--- config.mk ---
export PLATFORM = sky130hd
export DESIGN_NAME = cgra_ctx_sequencer
export DESIGN_NICKNAME = d
export VERILOG_FILES = /design/src/rtl/cgra_pkg.sv /design/src/rtl/cgra_ctx_sequencer.sv
export SDC_FILE = /design/constraint.sdc
export NUM_CORES = 1
export LEC_CHECK = 0
export CAP_MARGIN = 20
export CORE_MARGIN = 1
export CORE_UTILIZATION = 30
export DETAILED_ROUTE_END_ITERATION = 8
export PLACE_DENSITY = 0.58
export SLEW_MARGIN = 15
export SYNTH_ARGS = -nofsm -noshare
export SYNTH_HDL_FRONTEND = slang
export SYNTH_SLANG_ARGS = --single-unit
--- constraint.sdc ---
create_clock -name clk_i -period 3.4 [get_ports clk_i]
set_clock_uncertainty 0.15 [all_clocks]
set_input_delay 0.34 -clock clk_i [delete_from_list [all_inputs] [get_ports clk_i]]
set_output_delay 0.34 -clock clk_i [all_outputs]
set_load 0.005 [all_outputs]
--- src/rtl/cgra_pkg.sv ---
// Shared definitions for the CGRA context sequencer: widths, the kernel
// configuration word layout and the sequencer state encoding.
package cgra_pkg;

  localparam int IMEM_N_LINES_LOG2   = 4;
  localparam int IMEM_N_LINES        = 1 << IMEM_N_LINES_LOG2;
  localparam int KER_CONF_N_REG_LOG2 = 4;
  localparam int KMEM_WIDTH          = 32;

  // Kernel config word: start line in the low field, last offset right above it.
  localparam int KCONF_START_LSB = 0;
  localparam int KCONF_LAST_LSB  = KCONF_START_LSB + IMEM_N_LINES_LOG2;
  localparam int KCONF_UPPER_LSB = KCONF_LAST_LSB + IMEM_N_LINES_LOG2;

  typedef enum logic [2:0] {
    IDLE  = 3'd0,
    LOAD  = 3'd1,
    FETCH = 3'd2,
    DRAIN = 3'd3,
    DONE  = 3'd4
  } seq_state_e;

endpackage

--- src/rtl/cgra_ctx_sequencer.sv ---
// Walks the instruction lines of one kernel: reads its config word, requests
// each line from the context memory and tracks the single line in flight.
module cgra_ctx_sequencer
  import cgra_pkg::*;
(
  input  logic                           clk_i,
  input  logic                           rst_ni,
  input  logic                           start_i,
  input  logic [KER_CONF_N_REG_LOG2-1:0] ker_id_i,
  output logic [KER_CONF_N_REG_LOG2-1:0] kmem_radd_o,
  input  logic [KMEM_WIDTH-1:0]          kmem_rdata_i,
  output logic                           rcs_conf_req_o,
  output logic [IMEM_N_LINES_LOG2-1:0]   imem_radd_o,
  input  logic                           imem_gnt_i,
  input  logic                           imem_rvalid_i,
  output logic                           busy_o,
  output logic                           line_valid_o,
  output logic [IMEM_N_LINES_LOG2-1:0]   line_idx_o,
  output logic                           done_o,
  output logic                           err_o
);

  localparam logic [IMEM_N_LINES_LOG2-1:0] LINE_ONE = 1;

  seq_state_e                       state_q, state_d;
  logic [KER_CONF_N_REG_LOG2-1:0]   kerId_q, kerId_d;
  logic [IMEM_N_LINES_LOG2-1:0]     pc_q, pc_d;
  logic [IMEM_N_LINES_LOG2-1:0]     remaining_q, remaining_d;
  logic                             inFlightValid_q, inFlightValid_d;
  logic [IMEM_N_LINES_LOG2-1:0]     inFlightAddr_q, inFlightAddr_d;
  logic                             err_d;

  logic                             busy_q, req_q, done_q, err_q;
  logic [IMEM_N_LINES_LOG2-1:0]     imemAdd_q;
  logic [KER_CONF_N_REG_LOG2-1:0]   kmemAdd_q;

  logic [IMEM_N_LINES_LOG2-1:0]     cfgStart, cfgLast;
  logic                             grant, lineValid;
  logic                             unusedKmemBits;

  assign cfgStart       = kmem_rdata_i[KCONF_START_LSB +: IMEM_N_LINES_LOG2];
  assign cfgLast        = kmem_rdata_i[KCONF_LAST_LSB +: IMEM_N_LINES_LOG2];
  assign unusedKmemBits = ^kmem_rdata_i[KMEM_WIDTH-1:KCONF_UPPER_LSB];

  // A grant only counts while this block is actually requesting.
  assign grant     = (state_q == FETCH) && imem_gnt_i;
  assign lineValid = imem_rvalid_i && inFlightValid_q;

  always_comb begin
    state_d         = state_q;
    kerId_d         = kerId_q;
    pc_d            = pc_q;
    remaining_d     = remaining_q;
    inFlightValid_d = inFlightValid_q;
    inFlightAddr_d  = inFlightAddr_q;
    err_d           = 1'b0;

    if (grant) begin
      inFlightValid_d = 1'b1;
      inFlightAddr_d  = pc_q;
    end else if (imem_rvalid_i) begin
      inFlightValid_d = 1'b0;
    end

    case (state_q)
      IDLE: begin
        if (start_i) begin
          if (ker_id_i != '0) begin
            kerId_d = ker_id_i;
            state_d = LOAD;
          end else begin
            err_d = 1'b1;
          end
        end
      end
      LOAD: begin
        pc_d        = cfgStart;
        remaining_d = cfgLast;
        state_d     = FETCH;
      end
      FETCH: begin
        if (grant) begin
          pc_d = pc_q + LINE_ONE;
          if (remaining_q == '0) begin
            state_d = DRAIN;
          end else begin
            remaining_d = remaining_q - LINE_ONE;
          end
        end
      end
      DRAIN: begin
        if (lineValid) begin
          state_d = DONE;
        end
      end
      DONE: begin
        state_d = IDLE;
      end
      default: begin
        state_d = IDLE;
      end
    endcase
  end

  // Outputs are registered from the next state so they line up with state_q.
  always_ff @(posedge clk_i or negedge rst_ni) begin
    if (!rst_ni) begin
      state_q         <= IDLE;
      kerId_q         <= '0;
      pc_q            <= '0;
      remaining_q     <= '0;
      inFlightValid_q <= 1'b0;
      inFlightAddr_q  <= '0;
      busy_q          <= 1'b0;
      req_q           <= 1'b0;
      imemAdd_q       <= '0;
      kmemAdd_q       <= '0;
      done_q          <= 1'b0;
      err_q           <= 1'b0;
    end else begin
      state_q         <= state_d;
      kerId_q         <= kerId_d;
      pc_q            <= pc_d;
      remaining_q     <= remaining_d;
      inFlightValid_q <= inFlightValid_d;
      inFlightAddr_q  <= inFlightAddr_d;
      busy_q          <= (state_d != IDLE);
      req_q           <= (state_d == FETCH);
      imemAdd_q       <= (state_d == FETCH) ? pc_d : '0;
      kmemAdd_q       <= (state_d == LOAD) ? kerId_d : '0;
      done_q          <= (state_d == DONE);
      err_q           <= err_d;
    end
  end

  assign busy_o         = busy_q;
  assign rcs_conf_req_o = req_q;
  assign imem_radd_o    = imemAdd_q;
  assign kmem_radd_o    = kmemAdd_q;
  assign done_o         = done_q;
  assign err_o          = err_q;
  assign line_valid_o   = lineValid;
  assign line_idx_o     = inFlightAddr_q;

endmodule

# ---- After elaboration in Yosys (flattened, before gate mapping)
# Cells that the tools add are included.
dict set report word_totals {
  register_bits 32
  input_bits 41
  out_inout_bits 17
  wordCells 52
}
dict set report op_classes {
  n_addsub 2
  n_eq_ne 8
  n_mux 21
  reduce_logical 9
}
# operator n
set ops {}
lappend ops {{2-to-1 mux 4 bit} 8}
lappend ops {{case mux 4 bit (2 select lines)} 2}
lappend ops {{2-to-1 mux 3 bit} 5}
lappend ops {{case mux 3 bit (4 select lines)} 1}
lappend ops {{== test 3 x 2 -> 1 bit (second input constant)} 3}
lappend ops {{== test 3 x 1 -> 1 bit (second input constant)} 2}
lappend ops {{2-to-1 mux 1 bit} 5}
lappend ops {{adder 4 x 1 -> 4 bit (second input constant)} 1}
lappend ops {{logical NOT 4 bit} 1}
lappend ops {{inequality test 2 bit (second input constant)} 2}
lappend ops {{nonzero test 2 bit} 2}
lappend ops {{nonzero test 4 bit} 1}
lappend ops {{subtractor 4 x 1 -> 4 bit (second input constant)} 1}
lappend ops {{== test 3 bit (second input constant)} 1}
lappend ops {{logical NOT 3 bit} 1}
lappend ops {{AND reduction 3 bit} 1}
lappend ops {{nonzero test 3 bit} 1}
lappend ops {{logical AND 1 bit} 2}

# ---- Depth between registers and ports, before layout
# Gate-level depths: netlist of run 1.
dict set report logic_depth {
  depth_word 6
  ltp_mapped 6
  depth_no_buf 6
}

# ---- Worst setup path before layout of run 1
# Ideal clock, no wire load.
dict set report synth_timing {
  path_type {reg2reg}
  startpoint {register state_q[1]}
  endpoint {register imemAdd_q[2] (netlist: imem_radd_o[2])}
  arrival_time_ns 1.580
  t_required_ns 3.128
  path_slack_ns 1.548
  stages_incl_launch_ff 6
  path_buffers 1
  path_cell_list {dfrtp_1 > buf_4 > or3b_1 > mux2_4 > a221o_1 > nor2b_4}
}
# item line
set synth_rtl {}
lappend synth_rtl {{from (decl)} cgra_ctx_sequencer.sv:25} ;# seq_state_e state_q, state_d;
lappend synth_rtl {{from (signal assigned)} cgra_ctx_sequencer.sv:121} ;# state_q <= state_d;
lappend synth_rtl {{== test 3 x 2 -> 1 bit} {cgra_ctx_sequencer.sv:46, cgra_ctx_sequencer.sv:65}}
lappend synth_rtl {{logical AND 1 bit} cgra_ctx_sequencer.sv:46} ;# assign grant = (state_q == FETCH) && imem_gnt_i;
lappend synth_rtl {{2-to-1 mux 4 bit} cgra_ctx_sequencer.sv:82} ;# if (grant) begin
lappend synth_rtl {{case mux 4 bit (2 select lines) (*)} cgra_ctx_sequencer.sv:65} ;# case (state_q)
lappend synth_rtl {{named net pc_d[2]} cgra_ctx_sequencer.sv:27} ;# logic [IMEM_N_LINES_LOG2-1:0] pc_q, pc_d;
lappend synth_rtl {{2-to-1 mux 4 bit (*)} cgra_ctx_sequencer.sv:129} ;# imemAdd_q <= (state_d == FETCH) ? pc_d : '0;
lappend synth_rtl {{to (signal assigned)} cgra_ctx_sequencer.sv:129}
lappend synth_rtl {{to (decl)} cgra_ctx_sequencer.sv:34} ;# logic [IMEM_N_LINES_LOG2-1:0] imemAdd_q;
# Mark *: on every way through the listed nets, which the timed path passes. The rest lies on a longest branch.
# A chain may end at the register's enable or synchronous reset.

# ---- Final worst setup path of run 1
dict set report layout_timing {
  startpoint {input port imem_rvalid_i}
  endpoint {output port line_valid_o}
}
dict set report layout_between {
  elab_chain_len 1
}
# item line
set layout_rtl {}
lappend layout_rtl {{from (decl)} cgra_ctx_sequencer.sv:15} ;# input logic imem_rvalid_i,
lappend layout_rtl {{logical AND 1 bit} cgra_ctx_sequencer.sv:47} ;# assign lineValid = imem_rvalid_i && inFlightValid_q;
lappend layout_rtl {{to (decl)} cgra_ctx_sequencer.sv:17} ;# output logic line_valid_o,
# No other way between the ends.

==> flow_metrics.py, run 1 <==
metrics = {
    "timing": {
        "tightest_slew_ns": 0.5965,
        "setup_viol_count_final": 0,
        "slew_headroom": 0.6015,
        "hold_viol_final": 0,
        "fin_crit_ns": 2.079,
        "fmax_mhz": 481.0,
        "grt_setup_unrepaired": "false",
        "slew_violations": 0,
        "post-route-period-util": 0.6115,
        "setup_tns_ns": 0,
    },
    "critical_path": {
        "cp_common_cell": "clkdlybuf4s50_1",
        "crit_arrival_ns": 1.59,
        "slowest_stage": "clkdlybuf4s50_1",
        "crit_required_ns": 2.91,
        "start_kind": "input pin",
        "cp_max_fo": 5,
        "r2r_slack_ns": 1.33,
        "worstSetupEndpointType": "output pin",
        "critical_path_class": "input pin to output pin",
        "crit_chain": "clkdlybuf4s50_1 > and2_0 > clkdlybuf4s50_1",
        "slowest_delay_ns": 0.54,
    },
    "floorplanning": {
        "die_area_um2": 4450,
        "start_util": 0.3140,
        "rows": 23,
        "die_h_um": 66.71,
        "num_io_pins": 58,
        "coreArea_um2": 4000,
        "die_x_um": 66.71,
    },
    "synthesis": {
        "synth_top_cell_area_share": 0.5578,
        "synth.most_common_cell": "dfrtp_1",
        "synth_top_area_cell": "dfrtp_1",
        "ys.flop_type": "dfrtp_1",
        "ys_async_sr_fraction": 1.000,
        "ys_warn_count": 0,
        "synth_common_cells": "28 x dfrtp_1, 23 x nand2_1, 6 x nor2_1, 5 x inv_1, 5 x o21ai_0",
        "synthesis.nets": 163,
        "synth.ff_latch_count": 28,
        "synth_edf_count": 0,
        "avgSynthCellArea_um2": 10.47,
        "ys_top_cells_by_area": "dfrtp_1 56%, nand2_1 6.9%, nor3b_1 2.4%",
        "yosysUniqueCellTypes": 38,
        "synthCells": 120,
        "netlist_area_um2": 1256,
        "ys_seq_area_frac": 0.5578,
    },
    "clocking": {
        "cts_tree": "yes",
        "cts_buffers": 3,
        "cts-root-buf": "clkbuf_8",
        "clk_pin_slew_worst_paths_ns": 0.09,
        "cts.sinks": 28,
        "cts_setup_buffers": 0,
        "holdBufCountCts": 0,
        "htreeDepth": 1,
        "cts_buffer_depth": 2,
        "cts_resized": 0,
        "clk_latency_ns": 0.28,
    },
    "layout": {
        "drive_gt1_frac": 0.07143,
        "diodes": 0,
        "nets": 198,
        "layout.cells.non_filler": 204,
        "stdcell_area_um2": 1695,
        "fill_cells": 397,
        "synthToLayoutAreaGrowth_pct": 34.96,
    },
    "route": {
        "viasPerCell": 4.701,
        "ant_nets": 0,
        "vias": 959,
        "avgRoutedWirePerCell_um": 12.46,
        "wirelength_um": 2542,
        "first_pass_iters": 4,
        "drc_errors": 0,
        "drt_iter0_markers": 25,
    },
    "placement": {
        "globalplace.congestion": 0.7838,
        "place_area_um2": 1640,
        "post-dp-hpwl_um": 1810,
        "io_buffer_count": 33,
        "dp.cells": 200,
    },
    "grt": {
        "grt_usage": 0.1212,
        "grt_max_degree": 29,
        "grt_overflow_total": 0,
        "grt_pass1_wl_um": 4057,
        "antenna_found_initial": 0,
        "grt_pass1_vias": 913,
    },
    "run": {
        "drv_cap": 0,
    },
    "power_and_ir_drop": {
        "ir_drop_v": 0.0002873,
        "power_mw": 1.329,
        "p_per_area_nw_per_um2": 783.9,
        "leakage_nw": 0.7412,
    },
    "outcome": {
        "outcome": "complete, no violations",
    },
    "hold_path": {
        "hp-class": "input pin to asynchronous set/reset pin",
    },
}
-- state kept, by name, indices dropped and copies added (netlist names), 3 cells and up --
| register | cells |
|---|---|
| imem_radd_o | 4 |
| remaining_q | 4 |
| line_idx_o | 4 |
| pc_q | 4 |
| state_q | 3 |
| kmem_radd_o | 4 |
-- worst max-delay path, delay by kind of cell --
family	cells	cell delay [ns]
simple gates	1	0.23
buf+inv	2	1.02
-- power breakdown --
part	switching (mW)	total [mW]	leakage (nW)	internal, mW
logic	0.258	0.565	0.361	0.307
registers	0.102	0.559	0.351	0.457
clock network	0.101	0.205	0.0288	0.104
-- stage by stage --
stage	utilization	setup WS [ns]	hold slack (ns)
global placement	0.4101	1.046	0.3135
global route	0.4238	1.157	0.3281
CTS	0.4238	1.296	0.3006
floorplan	-	1.548	-0.1056
finish	0.4238	1.321	0.2797
detailed placement	0.4101	1.084	0.3209
-- cells in the final DEF, fill, tap and decap left out, types with 2 or more instances in the layout --
master	netlist	layout
a21oi_1	3	3
a221o_1	2	2
a22oi_1	2	2
and2_1	4	4
and3_1	2	2
buf_4	1	2
clkbuf_8	0	4
clkdlybuf4s50_1	0	33
dfrtp_1	28	28
ha_1	2	2
inv_1	5	5
mux2i_1	2	2
nand2_1	23	23
nand3_1	2	2
nor2_1	6	6
nor2b_1	3	3
nor3_1	3	3
nor3b_1	4	4
o21ai_0	5	5
-- per-layer routing --
| layer | wire (um) | global-route usage | vias to the layer above | part of all wire |
|---|---|---|---|---|
| li1 | - | - | 481 | - |
| met1 | 1189 | 0.1567 | 449 | 0.47 |
| met2 | 1194 | 0.1995 | 27 | 0.47 |
| met3 | 128 | 0.01541 | 2 | 0.050 |
| met4 | 29 | 0.05585 | 0 | 0.011 |
| met5 | 0 | 0 | - | 0 |
-- cell type report --
cell class,instances,area [um2],area share
flip-flops and latches,28,700.7,0.4133
multi-input cells,82,513.0,0.3026
repair buffers,35,345.3,0.2037
well taps,50,62.56,0.03690
clock buffers,4,55.05,0.03247
inverters,5,18.77,0.01107
-- logic make-up (layout without fill, tap and decap cells) --
logic type / Yosys count / count (layout) / synth area share
AO/OA/AOI/OAI: 17 / 17 / 0.08764
adder cells (fa/ha/maj): 2 / 2 / 0.01992
buffers and inverters: 10 / 44 / 0.03386
flip-flops: 28 / 28 / 0.5578
multiplexers: 4 / 4 / 0.03685
AND/OR/NAND/NOR: 59 / 59 / 0.2639
-- final timing paths --
kind / from / end / depth (start not counted)
worst min register to register: line_idx_o[1] / line_idx_o[1] / 2
worst max register to register: state_q[1] / imem_radd_o[2] / 4
worst max-delay path: imem_rvalid_i / line_valid_o / 3
worst min-delay path: rst_ni / kmem_radd_o[3] / 2
max in group asynchronous: rst_ni / pc_q[3] / 2
min in group clk_i: line_idx_o[1] / line_idx_o[1] / 2
No activity file was read; power rests on OpenSTA's default activity.
==> inputs of run 2 (changes only) <==
PLACE_DENSITY = 0.61   (was 0.58)
clock period = 1.8 ns   (was 3.4 ns; I/O delays follow)
==> run 2 against run 1 <==
Compared with the run above:
- the flow now finishes with violations (negative setup slack)
- core utilization up 4.8 points
- clock-buffer cell count decreased by 1
- first-iteration DRC count rose by 140%
- global-route usage increased by 1.6 points
- sequential power is 81% higher
- final cell count is 8.3% higher
- clock power grew 140%
- sequential share of layout area fell by 4.1 points
- combinational power up 140%
- final area grew 11%
- total power increased by 120%
- worst hold slack got worse by 0.15 ns
- critical endpoint is now imem_radd_o[2]
==> flow_metrics.py, run 2 (synthesis results as in run 1) <==
metrics = {
    "outcome": {
        "outcome": "finished, violations left",
        "violations": "negative setup slack",
    },
    "layout": {
        "final_cell_mix": "33 x clkdlybuf4s50_1, 27 x dfrtp_1, 22 x nand2_1, 19 x buf_4, 6 x nor2_1",
        "drive_gt1_frac": 0.2164,
        "final_common_cell": "clkdlybuf4s50_1",
        "stdcell_area_um2": 1886,
        "post-route-util": 0.4714,
        "multi_input_area_um2": 558.0,
        "synthToLayoutAreaGrowth_pct": 50.10,
        "fill_cells": 378,
        "nets": 215,
        "regArea_um2": 701.9,
        "diodes": 0,
    },
    "power_and_ir_drop": {
        "p_per_area_nw_per_um2": 1523,
        "power_mw": 2.872,
        "ir_drop_v": 0.0007008,
        "leakage_nw": 0.8431,
    },
    "grt": {
        "grt_pass1_wl_um": 4505,
        "antenna_found_initial": 0,
        "grt_max_degree": 29,
        "grt_usage": 0.1374,
        "grt_pass1_vias": 1055,
        "grt_overflow_total": 0,
    },
    "placement": {
        "globalplace.congestion": 0.7661,
        "post-dp-hpwl_um": 2185,
        "place_area_um2": 1772,
        "io_buffer_count": 33,
    },
    "run": {
        "drv_cap": 0,
    },
    "route": {
        "ant_nets": 0,
        "vias": 1025,
        "wirelength_um": 2790,
        "drt_iter0_markers": 60,
        "first_pass_iters": 4,
        "drc_errors": 0,
        "viasPerCell": 4.638,
        "avgRoutedWirePerCell_um": 12.62,
    },
    "timing": {
        "slew_headroom": 0.6698,
        "post-route-period-util": 1.018,
        "tightest_slew_ns": 0.4884,
        "fmax_mhz": 545.9,
        "hold_viol_final": 0,
        "setup_viol_count_final": 1,
        "slew_violations": 0,
        "grt_setup_unrepaired": "true",
        "layout_setup_ws_ns": -0.03186,
        "fin_crit_ns": 1.832,
        "holdWs_ns": 0.1251,
    },
    "critical_path": {
        "worst-path-buf-inv": 0,
        "slowest_delay_ns": 0.43,
        "crit_arrival_ns": 1.86,
        "worstSetupEndpoint": "imem_radd_o[2]",
        "r2r-start": "state_q[2]",
        "start_kind": "register",
        "slowest_stage": "dfrtp_2",
        "crit_cells": 4,
        "reg2reg_to": "imem_radd_o[2]",
        "worstSetupStartpoint": "state_q[2]",
        "path_delay_family": "simple AND/OR/NAND/NOR gates",
        "critical_path_class": "register to register",
        "crit_chain": "or3b_4 > mux2_4 > a221o_1 > nor2b_4",
        "cp_max_fo": 4,
        "rr_worst_depth": 4,
        "crit_required_ns": 1.82,
        "worstSetupEndpointType": "register",
        "r2r_slack_ns": -0.03,
    },
    "hold_path": {
        "hp-class": "input pin to asynchronous set/reset pin",
    },
    "clocking": {
        "cts_setup_buffers": 0,
        "cts_buffer_depth": 2,
        "cts_buffers": 3,
        "cts-root-buf": "clkbuf_8",
        "holdBufCountCts": 0,
        "cts_tree": "yes",
        "htreeDepth": 1,
        "clk_pin_slew_worst_paths_ns": 0.10,
        "clk_latency_ns": 0.27,
        "cts.sinks": 28,
    },
    "floorplanning": {
        "num_io_pins": 58,
        "coreArea_um2": 4000,
        "die_x_um": 66.71,
        "die_area_um2": 4450,
        "die_h_um": 66.71,
        "start_util": 0.3140,
        "rows": 23,
    },
}
[run 2: changes by cell type in the layout (fill, tap and decap cells not counted), sizes merged]
cell	before	now
buf	2	19
clkbuf	4	3
bufinv	0	1
[run 2: stage by stage]
stage / instances / TNS (ns) / setup slack [ns]
2_1_floorplan: 120 / -0.02933 / -0.02933
3_3_place_gp: 217 / -0.8254 / -0.2071
3_5_place_dp: 217 / -1.201 / -0.3333
4_1_cts: 221 / -0.03287 / -0.02753
5_1_grt: 221 / -0.07092 / -0.07092
6_report: 221 / -0.03186 / -0.03186
[run 2: worst min-delay path by stage]
stage | endpoint | slack, ns | depth (start not counted)
after floorplan | busy_o | -0.27 | 0
after global placement | line_idx_o[1] | 0.31 | 2
after detailed placement | line_idx_o[2] | 0.33 | 2
after CTS | kmem_radd_o[2] | 0.13 | 2
after global routing | kmem_radd_o[2] | 0.15 | 2
final | kmem_radd_o[2] | 0.13 | 2
[run 2: area by class of cell]
cell class / instances / area share
Inverter: 5 / 0.009954
Multi-Input combinational cell: 82 / 0.2960
Timing Repair Buffer: 52 / 0.2508
Clock inverter: 1 / 0.01593
Clock buffer: 3 / 0.02190
Tap cell: 50 / 0.03318
Sequential cell: 28 / 0.3723
[run 2: worst register-to-register path, stage by stage, from the launching register on]
cell     delay, ns
dfrtp_2       0.43
or3b_4        0.41
mux2_4        0.30
a221o_1       0.32
nor2b_4       0.13
[run 2: timing repair]
item / in CTS / in global routing
resized for setup: 1 / 7
setup endpoints to repair: 3 / 7
pin swaps: 0 / 1
[run 2: metal layers]
layer / vias to the layer above / GRT usage / wire length [um]
met5: - / 0 / 0
met4: 0 / 0.03723 / 19
met3: 2 / 0.04281 / 170
met2: 28 / 0.2475 / 1410
met1: 484 / 0.1540 / 1190
li1: 511 / - / -
[run 2: where the power goes]
part	internal, mW	leakage (nW)	total (mW)	switching (mW)
sequential	0.865	0.349	1.01	0.148
combinational	0.768	0.458	1.37	0.603
clock	0.298	0.0357	0.488	0.190
